==> src/rtl/tdm_pkg.sv <==
// Shared definitions for the TDM link: default frame geometry and the receive lock state.
// The transmit-side slot counter uses the same package.
package tdm_pkg;

  localparam int unsigned NUM_CH_DEF = 8;
  localparam int unsigned SLOT_W_DEF = 3;

  typedef enum logic [0:0] {
    HUNT,
    LOCKED
  } tdm_state_t;

endpackage

==> src/rtl/demux1_8.sv <==
// Combinational 1-to-NUM_CH one-hot write-enable decoder.
// Steers a single serial bit into one shadow register position.
module demux1_8 #(
  parameter int unsigned NUM_CH = 8,
  parameter int unsigned SLOT_W = 3
) (
  input  logic [SLOT_W-1:0] slot,
  input  logic              en,
  output logic [NUM_CH-1:0] we
);

  always_comb begin
    we = '0;
    if (en) begin
      we[slot] = 1'b1;
    end
  end

endmodule

==> src/rtl/tdm_demux8.sv <==
// Receive-side TDM demultiplexer: locks onto frame_sync, tracks the slot position and
// rebuilds each complete frame of NUM_CH serial bits into a parallel word.
module tdm_demux8
  import tdm_pkg::*;
#(
  parameter int unsigned NUM_CH = NUM_CH_DEF,
  parameter int unsigned SLOT_W = SLOT_W_DEF
) (
  input  logic              clk,
  input  logic              rst,
  input  logic              din,
  input  logic              din_valid,
  input  logic              frame_sync,
  output logic [NUM_CH-1:0] dout,
  output logic              frame_valid,
  output logic              locked,
  output logic              sync_err,
  output logic [SLOT_W-1:0] slot
);

  localparam logic [SLOT_W-1:0] SLOT_FIRST = SLOT_W'(1);
  localparam logic [SLOT_W-1:0] SLOT_LAST  = SLOT_W'(NUM_CH - 1);

  tdm_state_t        state_q, state_d;
  logic [SLOT_W-1:0] slot_q, slot_d;
  logic [NUM_CH-1:0] shadow_q, shadow_d;
  logic [NUM_CH-1:0] dout_q, dout_d;
  logic              frame_valid_q, frame_valid_d;
  logic              sync_err_q, sync_err_d;

  logic              wr_en;
  logic [NUM_CH-1:0] we;
  logic [NUM_CH-1:0] frame_start_word;

  // Ordinary in-frame write: slot 0 is only ever written by a sync beat.
  assign wr_en = din_valid & (state_q == LOCKED) & ~frame_sync & (slot_q != '0);

  demux1_8 #(
    .NUM_CH (NUM_CH),
    .SLOT_W (SLOT_W)
  ) u_demux (
    .slot (slot_q),
    .en   (wr_en),
    .we   (we)
  );

  always_comb begin
    frame_start_word    = '0;
    frame_start_word[0] = din;
  end

  always_comb begin
    state_d       = state_q;
    slot_d        = slot_q;
    shadow_d      = shadow_q;
    dout_d        = dout_q;
    frame_valid_d = 1'b0;
    sync_err_d    = 1'b0;

    if (din_valid) begin
      unique case (state_q)
        HUNT: begin
          if (frame_sync) begin
            shadow_d = frame_start_word;
            slot_d   = SLOT_FIRST;
            state_d  = LOCKED;
          end
        end
        LOCKED: begin
          if (frame_sync) begin
            // A sync away from slot 0 drops the partial frame but keeps lock.
            sync_err_d = (slot_q != '0);
            shadow_d   = frame_start_word;
            slot_d     = SLOT_FIRST;
          end else if (slot_q == '0) begin
            sync_err_d = 1'b1;
            state_d    = HUNT;
          end else begin
            shadow_d = (shadow_q & ~we) | (we & {NUM_CH{din}});
            slot_d   = slot_q + SLOT_FIRST;
            if (slot_q == SLOT_LAST) begin
              dout_d        = shadow_d;
              frame_valid_d = 1'b1;
            end
          end
        end
        default: state_d = HUNT;
      endcase
    end
  end

  always_ff @(posedge clk) begin
    if (rst) begin
      state_q       <= HUNT;
      slot_q        <= '0;
      shadow_q      <= '0;
      dout_q        <= '0;
      frame_valid_q <= 1'b0;
      sync_err_q    <= 1'b0;
    end else begin
      state_q       <= state_d;
      slot_q        <= slot_d;
      shadow_q      <= shadow_d;
      dout_q        <= dout_d;
      frame_valid_q <= frame_valid_d;
      sync_err_q    <= sync_err_d;
    end
  end

  assign dout        = dout_q;
  assign frame_valid = frame_valid_q;
  assign sync_err    = sync_err_q;
  assign locked      = (state_q == LOCKED);
  assign slot        = slot_q;

endmodule

==> config.mk <==
export PLATFORM = sky130hd
export DESIGN_NAME = tdm_demux8
export DESIGN_NICKNAME = d
export VERILOG_FILES = /design/src/rtl/tdm_pkg.sv /design/src/rtl/demux1_8.sv /design/src/rtl/tdm_demux8.sv
export SDC_FILE = /design/constraint.sdc
export NUM_CORES = 1
export LEC_CHECK = 0
export BUFFER_PORTS_ARGS = -buffer_cell sky130_fd_sc_hd__buf_4
export CAP_MARGIN = 20
export CORE_MARGIN = 2
export CORE_UTILIZATION = 40
export CTS_BUF_LIST = sky130_fd_sc_hd__clkbuf_16
export DETAILED_ROUTE_END_ITERATION = 8
export HOLD_SLACK_MARGIN = 0.15
export PLACE_DENSITY = 0.71
export SYNTH_ARGS = -nofsm -noshare
export SYNTH_HDL_FRONTEND = slang
export SYNTH_SLANG_ARGS = --single-unit
==> constraint.sdc <==
create_clock -name clk -period 2 [get_ports clk]
set_input_delay 0.3 -clock clk [delete_from_list [all_inputs] [get_ports clk]]
set_output_delay 0.3 -clock clk [all_outputs]
set_load 0.03 [all_outputs]
# ---- After elaboration in Yosys (flattened, before gate mapping)
# Index checks and enable logic that the tools add are counted.
dict set report word_totals {
  latchBits 0
  word_cells 48
  ramBits 0
  ff_bits 22
  mem_count 0
  mem_bits_ro 0
}
dict set report classes {
  n_eq_ne 3
  bitwise_logic 11
  shifts 0
  n_mul 0
  n_addsub 1
  magnitude_cmp 2
  n_reduce_logical 7
  div_mod_pow 0
  mux 18
}
# operator n
set ops {}
lappend ops {{8-bit 2-to-1 mux} 4}
lappend ops {{8-bit AND} 2}
lappend ops {{8-bit case mux with 2 select lines} 1}
lappend ops {{3-bit 2-to-1 mux} 3}
lappend ops {{8-bit NOT} 1}
lappend ops {{8-bit bitwise OR} 1}
lappend ops {{1-bit 2-to-1 mux} 7}
lappend ops {{3-bit case mux with 2 select lines} 1}
lappend ops {{5-bit AND reduction} 1}
lappend ops {{5-bit OR reduction} 1}
lappend ops {{3-bit by 4-bit less-than comparator with 1-bit output, second input constant} 1}
lappend ops {{1-bit NOT} 4}
lappend ops {{3-bit by 1-bit adder with 3-bit output, second input constant} 1}
lappend ops {{1-bit AND} 3}
lappend ops {{1-bit demux with 3-bit select} 1}
lappend ops {{3-bit == test, second input constant} 1}
lappend ops {{3-bit by 1-bit >= comparator with 1-bit output, second input constant} 1}
lappend ops {{3-bit logical NOT} 1}
lappend ops {{3-bit != test, second input constant} 1}
lappend ops {{3-bit AND reduction} 1}
lappend ops {{3-bit nonzero test} 1}
lappend ops {{3-bit OR reduction} 1}
lappend ops {{2-bit != test, second input constant} 1}
lappend ops {{1-bit case mux with 2 select lines} 1}
lappend ops {{1-bit logical AND} 1}

# ---- Longest topological paths before layout
# Gate-level depths: netlist of run 1.
dict set report depth {
  ltp_word 11
  depth_mapped 8
  mapped_depth_nobuf 7
}

# ---- Modules after synthesis
# From an unflattened synthesis of run 1, not the netlist that was laid out.
dict set report unflattened {
  hier_cells 118
  area_unflattened_um2 1212.4
}
# mod n_inst cells_each area_per_inst_um2
set modules_own_cells {}
lappend modules_own_cells {tdm_demux8 1 110 1116.1}
lappend modules_own_cells {demux1_8 1 8 96.3}

# ---- Worst setup path before layout of run 1
# No wires, ideal clock.
dict set report synth_timing {
  kind {flip-flop to flip-flop}
  startpoint {register slot_q[0] (netlist: slot[0])}
  endpoint {register shadow_q[3]}
  setup_time_ns 0.081
  arrival_time_ns 1.808
  path_buffers 0
  synth_period_minus_slack_ns 1.889
  slack_ns 0.111
  stages_incl_launch_ff 8
  cell_sequence {dfxtp_1 -> inv_1 -> ha_1 -> nand2b_4 -> inv_2 -> nor4_4 -> nand2_4 -> o211ai_1}
}
dict set report synth_via {
  elab_chain_len 11
  word_cells_on_any_way 18
}
# element line
set synth_rtl {}
lappend synth_rtl {{start: declaration} tdm_demux8.sv:25} ;# logic [SLOT_W-1:0] slot_q, slot_d;
lappend synth_rtl {{start signal: assignment} tdm_demux8.sv:102} ;# slot_q <= slot_d;
lappend synth_rtl {{3-bit by 4-bit less-than comparator with 1-bit output (implied by the code) or 3-bit by 1-bit >= comparator with 1-bit output (tied branches)} demux1_8.sv:15} ;# we[slot] = 1'b1;
lappend synth_rtl {{1-bit logical AND (implied by the code)} demux1_8.sv:15}
lappend synth_rtl {{1-bit 2-to-1 mux (implied by the code)} demux1_8.sv:15}
lappend synth_rtl {{1-bit demux with 3-bit select} n/a}
lappend synth_rtl {{8-bit 2-to-1 mux} demux1_8.sv:14} ;# if (en) begin
lappend synth_rtl {{8-bit NOT} tdm_demux8.sv:79} ;# shadow_d = (shadow_q & ~we) | (we & {NUM_CH{din}});
lappend synth_rtl {{8-bit AND} tdm_demux8.sv:79}
lappend synth_rtl {{8-bit bitwise OR} tdm_demux8.sv:79}
lappend synth_rtl {{8-bit 2-to-1 mux} tdm_demux8.sv:75} ;# end else if (slot_q == '0) begin
lappend synth_rtl {{8-bit 2-to-1 mux} tdm_demux8.sv:70} ;# if (frame_sync) begin
lappend synth_rtl {{8-bit case mux with 2 select lines} tdm_demux8.sv:61} ;# unique case (state_q)
lappend synth_rtl {{end signal: assignment} tdm_demux8.sv:103} ;# shadow_q <= shadow_d;
lappend synth_rtl {{end: declaration} tdm_demux8.sv:26} ;# logic [NUM_CH-1:0] shadow_q, shadow_d;
# Several ways; a longest one is shown, not always the timed one. The select of a mux whose other input is x is not followed.
# A chain may end at the register's enable or synchronous reset.

# ---- Final worst setup path of run 1
dict set report layout_timing {
  startpoint {register slot_q[0] (netlist: slot[0])}
  endpoint {register shadow_q[5]}
}
# Same word-level chain as after synthesis.

==> results.txt, run 1 <==
Total via count in the routed design: 919
Outcome: completed
Drt first pass iters: 4
Detailed-route DRC error count: 0
Commonest non-fill, non-tap cells in the layout: 22 x sky130_fd_sc_hd__dfxtp_1, 21 x sky130_fd_sc_hd__buf_4, 11 x sky130_fd_sc_hd__nor2_1
Timing-limited maximum frequency: 571 MHz
Post-CTS sizing: 0
Clk Latency, worst-skew pair: 0.25 ns
Sink count of the clock tree: 22
Die Y-Extent: 56.3 um
Synthesized area divided by synthesized cell count: 9.03 um2
Buffers on Ports: 18
Routed wirelength normalized by instance count: 12.8 um
Number of synthesis warnings: 0
Critical path data arrival time: 1.93 ns
Initial standard-cell utilization of the core: 0.433
RePlAce Congestion: 0.805
Category of the worst setup path capture point: flop
Worst vdd rail ir drop: 0.554 mV
Leading cell type in the layout, fill and taps excluded: sky130_fd_sc_hd__dfxtp_1
Sequential cell area fraction in the yosys report: 0.403
Number of nets produced by synthesis: 130
Post-Synthesis Cell Area: 1090 um2
Hold Vio Cnt, Final: 0
Placeable Area: 2520 um2
TritonCTS clock tree: done
Max Cap Viol: 0
Number of top-level pins: 19
Buffers inserted by post-CTS timing repair: 0
Number of diodes added for antenna fixing: 0
Final worst path period share: 0.876
Number of fillers in the final layout: 241
Clock slew seen by the registers of the worst setup and hold paths: 0.06 ns
Via count of the first global-routing pass: 771
Slew at the pin closest to its max-slew limit: 0.631 ns
Util after Layout: 0.528
Number of buffers inserted for hold repair after clock tree synthesis: 0
Final setup violating endpoints: 0
Gr ovfl total: 0
Post-Route WL: 2180 um
Maximum fanout along the worst path: 9
Average vias per placed instance: 5.41
Required time at the endpoint of the critical path: 2.18 ns
Number of pins exceeding their max-slew limit in the final report: 0
Die area: 3160 um2
Die width: 56.3 um
Final HPWL from detailed placement: 1620 um
P_leak: 0.533 nW
Detail Route Antenna Nets: 0
Slew headroom: 0.576
CTS Root Cell: sky130_fd_sc_hd__clkbuf_16
Number of CTS-inserted buffers: 3
Longest Clk Path Bufs: 2
Share of Yosys cell area claimed by the top area cell type: 0.403
Growth of design area from synthesis to finish: 21.9%
Post-layout nets: 151
Power density of the placed cells: 707 nW/um2
Number of library cell types mapped by synthesis: 34
Standard-cell row count: 18
Synthesis-stage register bit count: 22
Fraction of layout cells with a size suffix above 1: 0.229
Worst Path Class, Setup: flop to flop
Pin count of the biggest net entering global routing: 18
Top post-synthesis cells by area: sky130_fd_sc_hd__dfxtp_1 40%, sky130_fd_sc_hd__mux2i_1 6.4%, sky130_fd_sc_hd__ha_1 4.6%
Setup clock skew after layout: 0.00291 ns
Class of the tightest hold or removal check: input pin to flop
Number of instances in the synthesized netlist: 121
RSZ-0062 raised after global routing: false
Number of levels the H-tree was split into: 1
Number of antenna violations at the first check in global routing: 0
Total GRT Usage: 0.144
Sum Neg Setup Slack: 0 ns
Wire length of the first global-routing pass: 3650 um
Starting DRT DRC Count: 22
Clock period minus worst slack: 1.75 ns
Library cell with the largest summed area after synthesis: sky130_fd_sc_hd__dfxtp_1
Category of the worst setup path launch point: flop
[critical path: stages, from the launching register on]
cell                       delay, ns
sky130_fd_sc_hd__dfxtp_1        0.33
sky130_fd_sc_hd__inv_1          0.04
sky130_fd_sc_hd__ha_1           0.24
sky130_fd_sc_hd__nand2b_4       0.11
sky130_fd_sc_hd__inv_2          0.06
sky130_fd_sc_hd__nor4_4         0.55
sky130_fd_sc_hd__nand2_4        0.15
sky130_fd_sc_hd__o22ai_1        0.20
[worst paths after layout]
kind | start | slack (ns) | endpoint | cells past startpoint
hold reg to reg | shadow_q[7] | 0.45 | shadow_q[7] | 2
hold / removal | rst | 0.36 | dout[2] | 2
setup reg to reg | slot[0] | 0.25 | shadow_q[5] | 7
setup / recovery | slot[0] | 0.25 | shadow_q[5] | 7
[metal layers]
metal	vias to the layer above	routed length, um	GRT usage
met5	-	0	0
met4	0	41	0.0714
met3	4	83	0.0138
met2	20	1000	0.200
met1	414	1060	0.219
li1	481	-	-
[report_power, final]
group          switching (mW)  internal, mW  total [mW]
clock network           0.148         0.264       0.412
logic                  0.0515        0.0302      0.0817
registers             0.00429         0.443       0.447
total                   0.204         0.737       0.941
[kinds of logic (layout without fill, tap and decap cells)]
group                      count (synthesis)  count (layout)  share of synthesized area
muxes                                      7               7                     0.0641
buffers and inverters                     16              35                     0.0664
adders and majority gates                  4               4                     0.0458
and+or+nand+nor                           44              44                      0.237
AOI/OAI and AO/OA                         28              28                      0.183
DFF                                       22              22                      0.403
[cells in the mapped netlist, drive strengths merged]
library cell  instances
ha                    4
nand4                 2
mux2i                 7
o21a                  1
nand2                10
nor3                  1
inv                  11
and4b                 1
o22ai                 6
nand2b                1
buf                   4
a211oi                7
nor2b                 4
nand3                 8
a31oi                 1
a21oi                 7
and4                  1
a311oi                3
dfxtp                22
nor4                  1
a22o                  1
nor2                 11
a41oi                 1
clkbuf                1
and2                  3
nor3b                 1
o211ai                1
[per-stage QoR]
step	setup slack [ns]	power, mW	cells	hold slack, ns	area [um2]
final	0.248	0.941	170	0.359	1330
after detailed placement	0.219	0.538	167	0.442	1260
after floorplan	0.111	0.509	121	0.372	1090
after CTS	0.228	0.951	170	0.356	1330
after global placement	0.262	0.536	167	0.438	1260
after global routing	0.124	0.982	170	0.371	1330
[cell type report]
class                   instances  area [um2]  share of cell area
repair buffers                 21         158               0.118
well taps                      30        37.5              0.0282
multi-input cells              83         579               0.435
flip-flops and latches         22         440               0.331
inverters                      11        41.3              0.0310
clock buffers                   3        75.1              0.0564
[sequential cells by signal, indices dropped and copies added (netlist names)]
signal and cells:
sync_err 1, slot 3, dout 8, locked 1, frame_valid 1, shadow_q 8
No activity file was read; power rests on OpenSTA's default activity.
==> run 2: changes to the inputs <==
CORE_UTILIZATION = 53   (was 40)
PLACE_DENSITY = 0.87   (was 0.71)
==> run 2 against run 1 <==
- clock skew is 0.0018 ns higher
- sequential cell count unchanged
- largest cell class unchanged
- wire length rose by 7.7%
- critical endpoint is now shadow_q[3]
- non-clock buffer count is 1 lower
- highest routed layer unchanged
- final area rose by 1.4%
- via count grew 1.8%
- sequential share of layout area shrank 0.46 points
- critical path depth did not move
==> results.txt, run 2 (same netlist as run 1, synthesis figures left out) <==
Starting DRT DRC Count: 18 (-18%)
Slew headroom: 0.604 (+0.0280)
Average vias per placed instance: 5.60 (+3.7%)
Pin count of the biggest net entering global routing: 18 (unchanged)
Met1 layer usage reported by global route: 0.263 (+0.0435)
TritonCTS clock tree: done
Die Y-Extent: 49.4 um (-12%)
Buffers on Ports: 18 (unchanged)
Timing-limited maximum frequency: 552 MHz (-3.3%)
Number of levels the H-tree was split into: 1 (unchanged)
Category of the worst setup path launch point: flop
Routed wirelength normalized by instance count: 14.1 um (+9.6%)
Power density of the placed cells: 800 nW/um2 (+13%)
Commonest non-fill, non-tap cells in the layout: 22 x sky130_fd_sc_hd__dfxtp_1, 20 x sky130_fd_sc_hd__buf_4, 11 x sky130_fd_sc_hd__nor2_1
Critical path data arrival time: 1.98 ns (+0.05 ns)
Clk Latency, worst-skew pair: 0.25 ns (about the same)
Worst-case setup slack after placement: 0.240 ns (+0.0202 ns)
Growth of design area from synthesis to finish: 23.6%
Final WS setup: 0.189 ns (-0.0597 ns)
Clock period minus worst slack: 1.81 ns (+0.0597 ns)
Post-layout nets: 150 (-0.66%)
Global route hottest layer: met2
Ordered cell list for the critical path: inv_1 > ha_1 > nand2b_4 > inv_2 > nor4_4 > nand2_4 > o211ai_1
Global-route met2 utilization: 0.338 (+0.138)
Leading cell type in the layout, fill and taps excluded: sky130_fd_sc_hd__dfxtp_1
Worst Path Class, Setup: flop to flop
Die area: 2440 um2 (-23%)
Required time at the endpoint of the critical path: 2.17 ns (about the same)
Slew at the pin closest to its max-slew limit: 0.590 ns (-0.0417 ns)
RSZ-0062 raised after global routing: false
Total via count in the routed design: 936 (+1.8%)
Number of pins exceeding their max-slew limit in the final report: 0 (unchanged)
Number of fillers in the final layout: 145 (-40%)
Final setup violating endpoints: 0 (unchanged)
Total GRT Usage: 0.208 (+0.0638)
Number of antenna violations at the first check in global routing: 0 (unchanged)
Maximum fanout along the worst path: 9 (unchanged)
Clock slew seen by the registers of the worst setup and hold paths: 0.06 ns (about the same)
Buffers inserted by post-CTS timing repair: 0 (unchanged)
Detailed-route DRC error count: 0 (unchanged)
Sum Neg Setup Slack: 0 ns (unchanged)
Number of buffers inserted for hold repair after clock tree synthesis: 0 (unchanged)
Via count of the first global-routing pass: 872 (+13%)
CP max stage cell: sky130_fd_sc_hd__nor4_4
Sink count of the clock tree: 22 (unchanged)
Hold Vio Cnt, Final: 0 (unchanged)
Category of the worst setup path capture point: flop
Post-CTS sizing: 0 (unchanged)
Die width: 49.4 um (-12%)
Final worst path period share: 0.906 (+0.0299)
Placeable Area: 1960 um2 (-22%)
Wire length of the first global-routing pass: 3910 um (+7.2%)
Standard-cell row count: 16 (-2)
Initial standard-cell utilization of the core: 0.557 (+0.124)
Number of diodes added for antenna fixing: 0 (unchanged)
Max Cap Viol: 0 (unchanged)
P_leak: 0.541 nW (+1.6%)
Post-Route WL: 2350 um (+7.7%)
Longest Clk Path Bufs: 2 (unchanged)
Util after Layout: 0.688 (+0.160)
Worst stage delay on the critical path: 0.52 ns (-0.03 ns)
Met3 track demand over resource in global routing: 0.0337 (+0.0199)
Final HPWL from detailed placement: 1600 um (-1.2%)
Number of top-level pins: 19 (unchanged)
Setup clock skew after layout: 0.00470 ns (+0.00179 ns)
Number of CTS-inserted buffers: 3 (unchanged)
Worst vdd rail ir drop: 0.569 mV (+2.6%)
Outcome: completed
Drt first pass iters: 4 (unchanged)
CTS Root Cell: sky130_fd_sc_hd__clkbuf_16
Gr ovfl total: 0 (unchanged)
Fraction of layout cells with a size suffix above 1: 0.229 (unchanged)
RePlAce Congestion: 0.815 (+1.2%)
Class of the tightest hold or removal check: input pin to flop
Detail Route Antenna Nets: 0 (unchanged)
## run 2: cell types whose count changed in the layout (fill, tap and decap cells not counted)
cell | previous run | this run
sky130_fd_sc_hd__buf_4 | 21 | 20
sky130_fd_sc_hd__bufinv_16 | 0 | 1
## run 2: path summary, 6_finish.rpt
path,startpoint,end,slack [ns],cells past startpoint
worst max-delay path,slot[1],shadow_q[3],0.19,7
worst min-delay path,rst,dout[2],0.34,2
worst max register to register,slot[1],shadow_q[3],0.19,7
worst min register to register,shadow_q[7],shadow_q[7],0.45,2
## run 2: worst max-delay path, delay by kind of cell, from the launching register on
family	cells	cell delay [ns]
adders and majority gates	1	0.23
DFF	1	0.37
AOI/OAI and AO/OA	1	0.22
buffers and inverters	2	0.12
and+or+nand+nor	3	0.79
## run 2: cell type report
type | count | area [um2] | area share
tap | 27 | 33.8 | 0.0250
inverter | 11 | 41.3 | 0.0306
clock buffer | 3 | 75.1 | 0.0556
timing repair buffer | 20 | 150 | 0.111
clock inverter | 1 | 30.0 | 0.0222
multi-input combinational | 83 | 579 | 0.429
sequential | 22 | 440 | 0.326
## run 2: report_power, final
group / internal (mW) / leakage (nW) / switching [mW] / total, mW
Clock: 0.397 / 0.0511 / 0.152 / 0.549
Sequential: 0.443 / 0.178 / 0.00446 / 0.447
Combinational: 0.0300 / 0.312 / 0.0534 / 0.0834
Total: 0.870 / 0.541 / 0.210 / 1.08
## run 2: stage by stage
step,power [mW],hold WS [ns],cell area [um2],std cells
4_1_cts,1.08,0.340,1350,167
6_report,1.08,0.342,1350,167
3_3_place_gp,0.534,0.438,1240,163
5_1_grt,1.12,0.346,1350,167
2_1_floorplan,0.509,0.372,1090,121
3_5_place_dp,0.536,0.445,1240,163
## run 2: per-layer routing
metal	up-vias	wire length [um]
li1	473	-
met1	415	1060
met2	40	1120
met3	8	105
met4	0	62
met5	-	0
==> run 3: changes to the inputs <==
ABC_AREA = 1   (was unset)
CORE_UTILIZATION = 54   (was 53)
PLACE_DENSITY = 0.88   (was 0.87)
==> run 3 against run 2 <==
- non-clock buffer count fell by 2
- combinational power increased by 13%
- clock skew shrank 0.0035 ns
- synthesized area increased by 4.8%
- register-to-register slack gained 0.06 ns
- die area increased by 2.6%
- critical path depth grew 2
- setup slack better by 0.056 ns
- core utilization is 2.5 points higher
- final area increased by 4.6%
- cell count is 24% higher
==> results.txt, run 3 <==
Outcome: completed
Post-Route WL: 2710 um (+15%)
Number of levels the H-tree was split into: 1 (unchanged)
Leading cell type in the layout, fill and taps excluded: sky130_fd_sc_hd__nand2_1
Wire length of the first global-routing pass: 4360 um (+11%)
Final HPWL from detailed placement: 1800 um (+13%)
Xor/xnor cell area share of the yosys netlist: 0 (unchanged)
Cell count of the worst reg-to-reg path: 9 (+2)
Top cells by count, synth: 38 x sky130_fd_sc_hd__nand2_1, 22 x sky130_fd_sc_hd__dfxtp_1, 22 x sky130_fd_sc_hd__nand3_1, 20 x sky130_fd_sc_hd__inv_1, 12 x sky130_fd_sc_hd__nor2_1
Post-layout nets: 190 (+27%)
Capturing point of the worst reg2reg path: dout[4]
Hold Vio Cnt, Final: 0 (unchanged)
Top post-synthesis cells by area: sky130_fd_sc_hd__dfxtp_1 38%, sky130_fd_sc_hd__nand2_1 12%, sky130_fd_sc_hd__nand3_1 9.6%
Routed wirelength normalized by instance count: 13.1 um (-6.9%)
Standard-cell row count: 16 (unchanged)
R2r startpoint: slot[0]
TritonCTS clock tree: done
CTS Root Cell: sky130_fd_sc_hd__clkbuf_16
Fraction of layout cells with a size suffix above 1: 0.233 (+0.00476)
RSZ-0062 raised after global routing: false
Sink count of the clock tree: 22 (unchanged)
Hold Path Origin: rst
Timing-limited maximum frequency: 570 MHz (+3.2%)
Total GRT Usage: 0.225 (+0.0173)
Multiplexer share of the synthesized area: 0 (-0.0641)
Synthesis-stage register bit count: 22 (unchanged)
Number of synthesis warnings: 0 (unchanged)
Number of library cell types mapped by synthesis: 25 (-26%)
Hold Crit Endpoint: shadow_q[3]
Hold depth: 2 (unchanged)
Starting DRT DRC Count: 46 (+28)
Number of antenna violations at the first check in global routing: 0 (unchanged)
Slew headroom: 0.753 (+0.149)
Number of CTS-inserted buffers: 3 (unchanged)
Power density of the placed cells: 783 nW/um2 (-2.0%)
Ys async rst share: 0 (unchanged)
Maximum fanout along the worst path: 13 (+4)
Detailed-route DRC error count: 0 (unchanged)
Final worst path period share: 0.878 (-0.0281)
Simple-gate share of the synthesized area: 0.368 (+0.131)
Die area: 2500 um2 (+2.6%)
Worst-case register-to-register setup slack: 0.24 ns (+0.06 ns)
Die Y-Extent: 50.0 um (+1.3%)
Drt first pass iters: 5 (+1)
Most common cell in the netlist: sky130_fd_sc_hd__nand2_1
Commonest non-fill, non-tap cells in the layout: 38 x sky130_fd_sc_hd__nand2_1, 22 x sky130_fd_sc_hd__nand3_1, 21 x sky130_fd_sc_hd__dfxtp_1
Clock slew seen by the registers of the worst setup and hold paths: 0.06 ns (about the same)
Worst vdd rail ir drop: 0.489 mV (-14%)
P_leak: 0.671 nW (+24%)
Setup clock skew after layout: 0.00123 ns (-0.00347 ns)
Category of the worst setup path launch point: flop
Number of top-level pins: 19 (unchanged)
Initial standard-cell utilization of the core: 0.578 (+0.0209)
Placeable Area: 1980 um2 (+1.0%)
Final WS setup: 0.245 ns (+0.0562 ns)
Register area: 442 um2 (+0.28%)
Average vias per placed instance: 5.52 (-1.6%)
Longest Clk Path Bufs: 2 (unchanged)
Largest family of logic cells by synthesized area: simple AND/OR/NAND/NOR gates
Clk Latency, worst-skew pair: 0.25 ns (about the same)
Number of buffers inserted for hold repair after clock tree synthesis: 0 (unchanged)
Buffers inserted by post-CTS timing repair: 0 (unchanged)
Class of the tightest hold or removal check: input pin to flop
Worst-case setup slack after placement: 0.0507 ns (-0.189 ns)
Detail Route Antenna Nets: 0 (unchanged)
Total via count in the routed design: 1142 (+22%)
Critical path data arrival time: 1.95 ns (-0.03 ns)
Growth of design area from synthesis to finish: 23.4%
Category of the worst setup path capture point: flop
RePlAce Congestion: 0.809 (-0.71%)
Worst Path Class, Setup: flop to flop
Gr ovfl total: 0 (unchanged)
Synthesized area divided by synthesized cell count: 7.16 um2 (-21%)
Sum Neg Setup Slack: 0 ns (unchanged)
Share of Yosys cell area claimed by the top area cell type: 0.385 (-0.0185)
Number of diodes added for antenna fixing: 0 (unchanged)
Clock period minus worst slack: 1.76 ns (-0.0562 ns)
Number of pins exceeding their max-slew limit in the final report: 0 (unchanged)
Library cell with the largest summed area after synthesis: sky130_fd_sc_hd__dfxtp_1
Number of fillers in the final layout: 149 (+2.8%)
Sequential cell area fraction in the yosys report: 0.385 (-0.0185)
Final setup violating endpoints: 0 (unchanged)
Post-Synthesis Cell Area: 1140 um2 (+4.8%)
Number of nets produced by synthesis: 169 (+30%)
Via count of the first global-routing pass: 1076 (+23%)
Die width: 50.0 um (+1.3%)
Multi-input logic area: 607 um2 (+4.8%)
Pin count of the biggest net entering global routing: 27 (+9)
Post-synth top flop: sky130_fd_sc_hd__dfxtp_1
Required time at the endpoint of the critical path: 2.20 ns (+0.03 ns)
Slew at the pin closest to its max-slew limit: 0.370 ns (-0.220 ns)
Max Cap Viol: 0 (unchanged)
Fraction of the mapped netlist area in adder cells: 0.0437 (-0.00210)
Buffers on Ports: 18 (unchanged)
Number of instances in the synthesized netlist: 160 (+32%)
Post-synthesis compound-gate area fraction: 0.108 (-0.0751)
Number of enable-type register cells in the synthesized netlist: 0 (unchanged)
run 3: what timing repair did:
action	in CTS	in global routing
setup endpoints to repair	0	16
gates resized for setup	0	2
endpoints found under the hold margin	0	0
run 3: stage by stage:
stage	instance area, um2	power (mW)	utilization	hold slack [ns]	std cells
2_1_floorplan	1140	0.523	-	0.391	160
3_3_place_gp	1290	0.548	0.652	0.454	202
3_5_place_dp	1290	0.552	0.652	0.460	202
4_1_cts	1400	1.10	0.705	0.318	206
5_1_grt	1410	1.14	0.713	0.337	207
6_report	1410	1.11	0.713	0.322	207
run 3: worst max-delay path by stage:
stage / from / endpoint / slack (ns)
2_1_floorplan: slot[0] / dout[1] / 0.16
3_3_place_gp: slot[0] / dout[6] / 0.16
3_5_place_dp: slot[0] / dout[4] / 0.05
4_1_cts: slot[0] / dout[4] / 0.03
5_1_grt: slot[0] / dout[4] / 0.07
6_report: slot[0] / dout[4] / 0.24
run 3: cell type report:
class	count	area share
flip-flops and latches	22	0.313
multi-input cells	113	0.430
clock buffers	3	0.0531
inverters	23	0.0638
well taps	27	0.0239
repair buffers	18	0.0957
clock inverters	1	0.0213
run 3: kinds of logic after synthesis:
group | Yosys count
buffers and inverters | 26
DFF | 22
and+or+nand+nor | 87
AOI/OAI and AO/OA | 21
adders and majority gates | 4
run 3: layer usage:
layer	up-vias	share of wire	track usage
met2	49	0.51	0.388
met4	0	0.037	0.120
met3	15	0.058	0.0455
li1	553	-	-
met1	525	0.40	0.258
met5	-	0	0
run 3: critical path: stages (launching register included):
cell and delay, ns:
sky130_fd_sc_hd__dfxtp_2 0.41, sky130_fd_sc_hd__inv_1 0.12, sky130_fd_sc_hd__ha_1 0.21, sky130_fd_sc_hd__inv_1 0.09
sky130_fd_sc_hd__nor2_4 0.07, sky130_fd_sc_hd__nor2_8 0.23, sky130_fd_sc_hd__nand2_4 0.13, sky130_fd_sc_hd__nor2_2 0.23
sky130_fd_sc_hd__nand3_1 0.12, sky130_fd_sc_hd__nand2_1 0.08
run 3: power by group:
group	total [mW]	leakage (nW)	switching [mW]	internal (mW)
clock	0.557	0.0511	0.159	0.397
sequential	0.456	0.178	0.0104	0.445
combinational	0.0942	0.441	0.0659	0.0283
total	1.11	0.671	0.236	0.871
